**src/rtl/fifo_write_arbiter.sv**
```systemverilog
// Round-robin write arbiter in front of a FIFO occupancy tracker.
// One requester at a time owns the write port for a burst of up to MAX_BURST
// words, with one idle cycle between consecutive bursts. The FIFO storage
// belongs to the consumer; this block only tracks the word count and drives
// the write and read enables.
module fifo_write_arbiter #(
  parameter int NREQ      = 4,
  parameter int WIDTH     = 8,
  parameter int DEPTH     = 16,
  parameter int MAX_BURST = 4
) (
  input  logic                     clk,
  input  logic                     rst,
  input  logic [NREQ-1:0]          req,
  input  logic [NREQ*WIDTH-1:0]    req_data,
  output logic [NREQ-1:0]          gnt,
  input  logic                     rd_req,
  output logic                     fifo_wr_en,
  output logic [WIDTH-1:0]         fifo_din,
  output logic                     fifo_rd_en,
  output logic                     full,
  output logic                     empty,
  output logic [$clog2(DEPTH):0]   count
);

  localparam int IDX_W  = (NREQ > 1) ? $clog2(NREQ) : 1;
  localparam int CNT_W  = $clog2(DEPTH) + 1;
  localparam int BEAT_W = $clog2(MAX_BURST + 1);

  typedef enum logic {IDLE, BURST} state_t;

  state_t              state_q, state_d;
  logic [IDX_W-1:0]    owner_q, owner_d;
  logic [IDX_W-1:0]    last_q, last_d;
  logic [BEAT_W-1:0]   beat_q, beat_d;
  logic [NREQ-1:0]     gnt_q, gnt_d;
  logic [CNT_W-1:0]    count_q;
  logic [IDX_W-1:0]    pick;
  logic                found;

  // Occupancy flags come from the registered count only, so there is no
  // write bypass at full and no read bypass at empty.
  assign full       = (count_q == CNT_W'(DEPTH));
  assign empty      = (count_q == '0);
  assign count      = count_q;
  assign gnt        = gnt_q;
  assign fifo_wr_en = (|(gnt_q & req)) & ~full;
  assign fifo_rd_en = rd_req & ~empty;
  assign fifo_din   = (state_q == BURST) ? req_data[int'(owner_q)*WIDTH +: WIDTH] : '0;

  // Round-robin search: first active request after the last served requester.
  always_comb begin
    pick  = last_q;
    found = 1'b0;
    for (int k = 1; k <= NREQ; k++) begin
      if (!found && req[(int'(last_q) + k) % NREQ]) begin
        found = 1'b1;
        pick  = IDX_W'((int'(last_q) + k) % NREQ);
      end
    end
  end

  // Burst FSM next-state: grant on the edge after a request, end the burst on
  // request drop or after the last allowed beat; a full FIFO stalls the beat.
  always_comb begin
    state_d = state_q;
    owner_d = owner_q;
    last_d  = last_q;
    beat_d  = beat_q;
    gnt_d   = gnt_q;
    case (state_q)
      IDLE: begin
        gnt_d = '0;
        if (found && !full) begin
          owner_d = pick;
          gnt_d   = NREQ'(1) << pick;
          beat_d  = '0;
          state_d = BURST;
        end
      end
      BURST: begin
        if (!req[owner_q]) begin
          state_d = IDLE;
          gnt_d   = '0;
          last_d  = owner_q;
        end else if (fifo_wr_en) begin
          beat_d = beat_q + BEAT_W'(1);
          if (beat_q == BEAT_W'(MAX_BURST - 1)) begin
            state_d = IDLE;
            gnt_d   = '0;
            last_d  = owner_q;
          end
        end
      end
      default: begin
        state_d = IDLE;
        gnt_d   = '0;
      end
    endcase
  end

  // Arbiter state registers; reset makes requester 0 the first winner.
  always_ff @(posedge clk or negedge rst) begin
    if (!rst) begin
      state_q <= IDLE;
      owner_q <= '0;
      last_q  <= IDX_W'(NREQ - 1);
      beat_q  <= '0;
      gnt_q   <= '0;
    end else begin
      state_q <= state_d;
      owner_q <= owner_d;
      last_q  <= last_d;
      beat_q  <= beat_d;
      gnt_q   <= gnt_d;
    end
  end

  // Occupancy counter; a simultaneous write and read cancel out.
  always_ff @(posedge clk or negedge rst) begin
    if (!rst) begin
      count_q <= '0;
    end else if (fifo_wr_en && !fifo_rd_en) begin
      count_q <= count_q + CNT_W'(1);
    end else if (fifo_rd_en && !fifo_wr_en) begin
      count_q <= count_q - CNT_W'(1);
    end
  end

endmodule

```
**config.mk**
```make
export PLATFORM = sky130hd
export DESIGN_NAME = fifo_write_arbiter
export DESIGN_NICKNAME = d
export VERILOG_FILES = /design/src/rtl/fifo_write_arbiter.sv
export SDC_FILE = /design/constraint.sdc
export NUM_CORES = 1
export LEC_CHECK = 0
export BUFFER_PORTS_ARGS = -buffer_cell sky130_fd_sc_hd__buf_2
export CORE_MARGIN = 2
export CORE_UTILIZATION = 46
export CTS_BUF_LIST = sky130_fd_sc_hd__clkbuf_16
export CTS_CLUSTER_SIZE = 25
export DETAILED_ROUTE_END_ITERATION = 7
export PLACE_DENSITY = 0.75
export SLEW_MARGIN = 15
export SYNTH_ARGS = -nofsm -noshare
export SYNTH_HDL_FRONTEND = slang
export SYNTH_SLANG_ARGS = --single-unit
```
**constraint.sdc**
```tcl
create_clock -name clk -period 3.25 [get_ports clk]
set_input_delay 0.65 -clock clk [delete_from_list [all_inputs] [get_ports clk]]
set_output_delay 0.65 -clock clk [all_outputs]
set_load 0.01 [all_outputs]
```
# Yosys cells after proc, flatten, opt, wreduce, memory -nomap -nowiden
# Cells that the tools add are included.
# totals
reg_bits	17
in_bits	39
elab_cells	104
output_inout_bits	21
# op_classes
n_eq_ne	9
add_sub_neg	7
n_reduce_logical	23
bitwise	10
n_mux	42
shift	2
order_cmp	5
# ops
operator	n
32-bit by 6-bit variable part select with 8-bit output	1
1-bit two-way mux	17
3-bit by 4-bit < comparator with 1-bit output, second input constant	4
4-bit two-way mux	4
2-bit two-way mux	7
1-bit binary-select mux with 2-bit select	5
5-bit two-way mux	2
3-bit two-way mux	3
8-bit two-way mux	1
4-bit one-hot mux with 2 select lines	1
2-bit OR reduction	4
1-bit logical AND	6
1-bit zero test	6
2-bit inequality test, second input constant	3
3-bit one-hot mux with 2 select lines	1
3-bit AND reduction	2
5-bit by 1-bit adder with 5-bit output, second input constant	1
5-bit == test, second input constant	1
5-bit zero test	1
5-bit by 1-bit subtractor with 5-bit output, second input constant	1
2-bit by 1-bit adder with 2-bit output, second input constant	2
2-bit adder, second input constant	2
1-bit AND, first input constant	4
4-bit AND	1
other kinds (13)	18

# Logic depth before layout (Yosys ltp)
# logic_depth
word_depth	19
depth_mapped	9
depth_no_buf	9

# Worst setup path after synthesis
# No wires, ideal clock.
# synth_timing
path_type	flip-flop to flip-flop
startpoint	reg count_q[0] (netlist: count[0])
endpoint	reg count_q[4] (netlist: count[4])
path_stages_with_launch	10
arrival_ns	2.513
path_slack_ns	0.657
period_less_slack_ns	2.593
n_path_buf	0
setup_ns	0.080
path_cell_list	dfrtp_1 > or4_2 > o21ai_2 > ha_1 > inv_1 > ha_1 > a21o_1 > a21oi_1 > mux2i_1 > xnor2_1
# synth_between
elab_chain_cells	6
# synth_lines
item	line_no	rtl
start, declared	37	logic [CNT_W-1:0] count_q;
start signal, assigned	124	count_q <= count_q + CNT_W'(1);
start signal, assigned	126	count_q <= count_q - CNT_W'(1);
branches (longest 6 deep; another with 5-bit by 1-bit subtractor with 5-bit output)	--	
# Parallel ways; which one is timed is not known. The select of a mux whose other input is x is not followed.
# A chain may end at the register's enable or synchronous reset.

# Final worst setup path
# layout_timing
startpoint	reg count_q[1] (netlist: count[1])
endpoint	reg count_q[4] (netlist: count[4])
# The elaborated chain is that of the path after synthesis.

==> impl_metrics.yaml <==
status:
  status: "finished, final reports clean"
cells_and_area:
  final_common_cell: "buf_2"
  instances_no_fill: 209
  drive_above_1_share_pct: 46.4
  diodes: 0
  post-route-util_pct: 65.1
  layout.nets: 227
  final_cell_mix: "buf_2 (59), dfrtp_1 (15), o21ai_0 (12)"
  areaGrowthSynthToFinish_pct: 31.4
die:
  std_cell_rows: 18
  core_um2: 2540
  die_w_um: 56.4
  initial_core_util_pct: 49.6
  die_area_um2: 3180
  die_h_um: 56.4
  io_pins: 60
sta:
  fin_skew_ns: 0.00221
  period_needed_ns: 2.80
  worst-slew-pin-transition_ns: 0.635
  period_share_pct: 86.2
  hold_violations: 0
  hold_ws_ns: 0.313
  setup_ws_ns: 0.449
  rsz0062_at_grt: "no"
  setup_tns_ns: 0
  maxSlewViolCount: 0
  finalSetupViolCount: 0
  slew_headroom_pct: 57.7
  max_freq_mhz: 357
synth:
  synth-async-reset-ratio_pct: 100
  synthCells: 120
  ys_types: 36
  yosys-top-cells-area: "dfrtp_1 (30%), mux4_2 (16%), ha_1 (6.9%), o21ai_0 (4.8%), dfstp_2 (4.2%)"
  yosys_warnings: 0
  syn-cell-area_um2: 1260
  ys.flop_type: "dfrtp_1"
  synthDominantCellAreaShare_pct: 29.8
  synth_nets: 167
  synth_area_leader_cell: "dfrtp_1"
  synth-edff-count: 0
  syn_avg_cell_area_um2: 10.5
  yosys_register_bits: 17
  synth_seq_area_share_pct: 33.9
clock_tree:
  clk_path_buf_depth: 2
  cts_hold_buf: 0
  clk_latency_ns: 0.25
  cts-resized-gates: 0
  clock_sinks: 17
  cts_setup_buffers: 0
  tritoncts: "built"
  htreeDepth: 1
  clkSlewWorstSetupHoldPaths_ns: 0.05
  clock-root-buffer: "clkbuf_16"
  cts_buffers: 3
global_routing:
  grt_max_degree: 18
  grt_pass1_vias: 1144
  grt_first_pass_wirelength_um: 5080
  antenna_found_initial: 0
  grt-ovfl-total: 0
  grt_usage_pct: 20.1
routing:
  drc: 0
  drt_pass1_iterations: 4
  wl_per_cell_um: 13.8
  num_vias: 1150
  drt_wl_total_um: 2870
  antenna_left: 0
  drt-initial-drc-count: 25
  viasPerCell: 5.50
power_and_ir_drop:
  power_leakage_nw: 0.809
  max-vdd-ir-drop_mv: 0.683
  cellPowerDensity_nw_per_um2: 980
critical_path:
  critPathRequiredTime_ns: 3.42
  path_common_cell: "ha_1"
  crit_chain: "or4_2 > o21ai_2 > ha_1 > inv_1 > ha_1 > a21o_1 > a21oi_1 > mux2i_1 > xnor2_1"
  end_kind: "flip-flop"
  start_kind: "flip-flop"
  critPathMaxStageDelay_ns: 0.72
  critPathSlowestCell: "or4_2"
  critPathBufInv: 1
  worstPathMaxFanout: 5
  crit_family: "simple AND/OR/NAND/NOR gates"
  critPathArrivalTime_ns: 2.97
  worst-setup-path-type: "flip-flop to flip-flop"
placed_design:
  place_inst: 205
  hpwl_um: 2340
  port-buffer-count: 59
  pre_cts_ws_ns: 0.492
  routabilityCongestion: 0.918
run:
  cap_violations: 0
worst_hold_path:
  hold_path.class: "input port to async pin"
## worst register-to-register path: cells and delay by family (launching register included)
kind,cells,cell delay [ns]
compound gates,3,0.52
xor+xnor,1,0.15
fa+ha+maj,2,0.54
buf+inv,1,0.12
flops,1,0.43
mux,1,0.26
simple gates,1,0.72
## path summary, 6_finish.rpt
kind / start / to / slack [ns] / cells after the start
worst max-delay path: count[1] / count[4] / 0.45 / 9
worst min-delay path: rst / gnt[0] / 0.31 / 1
worst max register to register: count[1] / count[4] / 0.45 / 9
worst min register to register: gnt[1] / gnt[1] / 0.50 / 2
max in group asynchronous: rst / last_q[1] / 2.62 / 1
min in group clk: gnt[1] / gnt[1] / 0.50 / 2
## state kept, by name, summed over array words and instances, names as in the netlist
name     count
owner_q      2
beat_q       3
state_q      1
count        5
last_q       2
gnt          4
## where the power goes
part	internal [mW]	total [mW]	switching [mW]
logic	0.470	0.902	0.432
registers	0.316	0.477	0.161
clock network	0.165	0.246	0.0812
total	0.951	1.63	0.674
## kinds of logic (layout without fill, tap and decap cells)
family / Yosys count / in the layout / synth area share (%)
buffers and inverters: 14 / 73 / 4.27
flip-flops: 17 / 17 / 33.9
XOR/XNOR: 4 / 4 / 2.78
AO/OA/AOI/OAI: 26 / 26 / 13.3
AND/OR/NAND/NOR: 38 / 38 / 17.8
multiplexers: 13 / 13 / 19.4
adder cells (fa/ha/maj): 8 / 8 / 8.53
## Yosys cell counts, drive strengths merged, types with 2 or more instances
library cell and n:
nand2b 4, dfrtp 15, mux2 2, o21ai 13, nor2 5, nand2 10, nor4 2, inv 10
ha 7, mux2i 2, a21oi 5, nand3 2, a22oi 3, and2 9, xnor2 3, mux4 9
nand3b 3, clkbuf 3, dfstp 2
## metal layers
layer | vias to the layer above | global-route usage (%) | part of all wire, % | wire length (µm)
li1 | 555 | - | - | -
met1 | 529 | 24.3 | 42 | 1220
met2 | 61 | 35.0 | 47 | 1340
met3 | 5 | 4.61 | 9.7 | 279
met4 | 0 | 7.14 | 1.4 | 40
met5 | - | 0 | 0 | 0
## stage by stage
step                      cell area, µm²  power, mW
after floorplan                     1260       1.11
after global routing                1660       1.78
after global placement              1580       1.35
after CTS                           1660       1.64
final                               1660       1.63
after detailed placement            1580       1.38
## area by class of cell
type,count,area [µm²]
Fill cell,205,887
Multi-Input combinational cell,89,779
Sequential cell,17,428
Timing Repair Buffer,59,295
Clock buffer,3,75.1
Inverter,10,37.5
Tap cell,30,37.5
Clock inverter,1,5.00
Note: power is estimated with default switching activity, not from simulation.
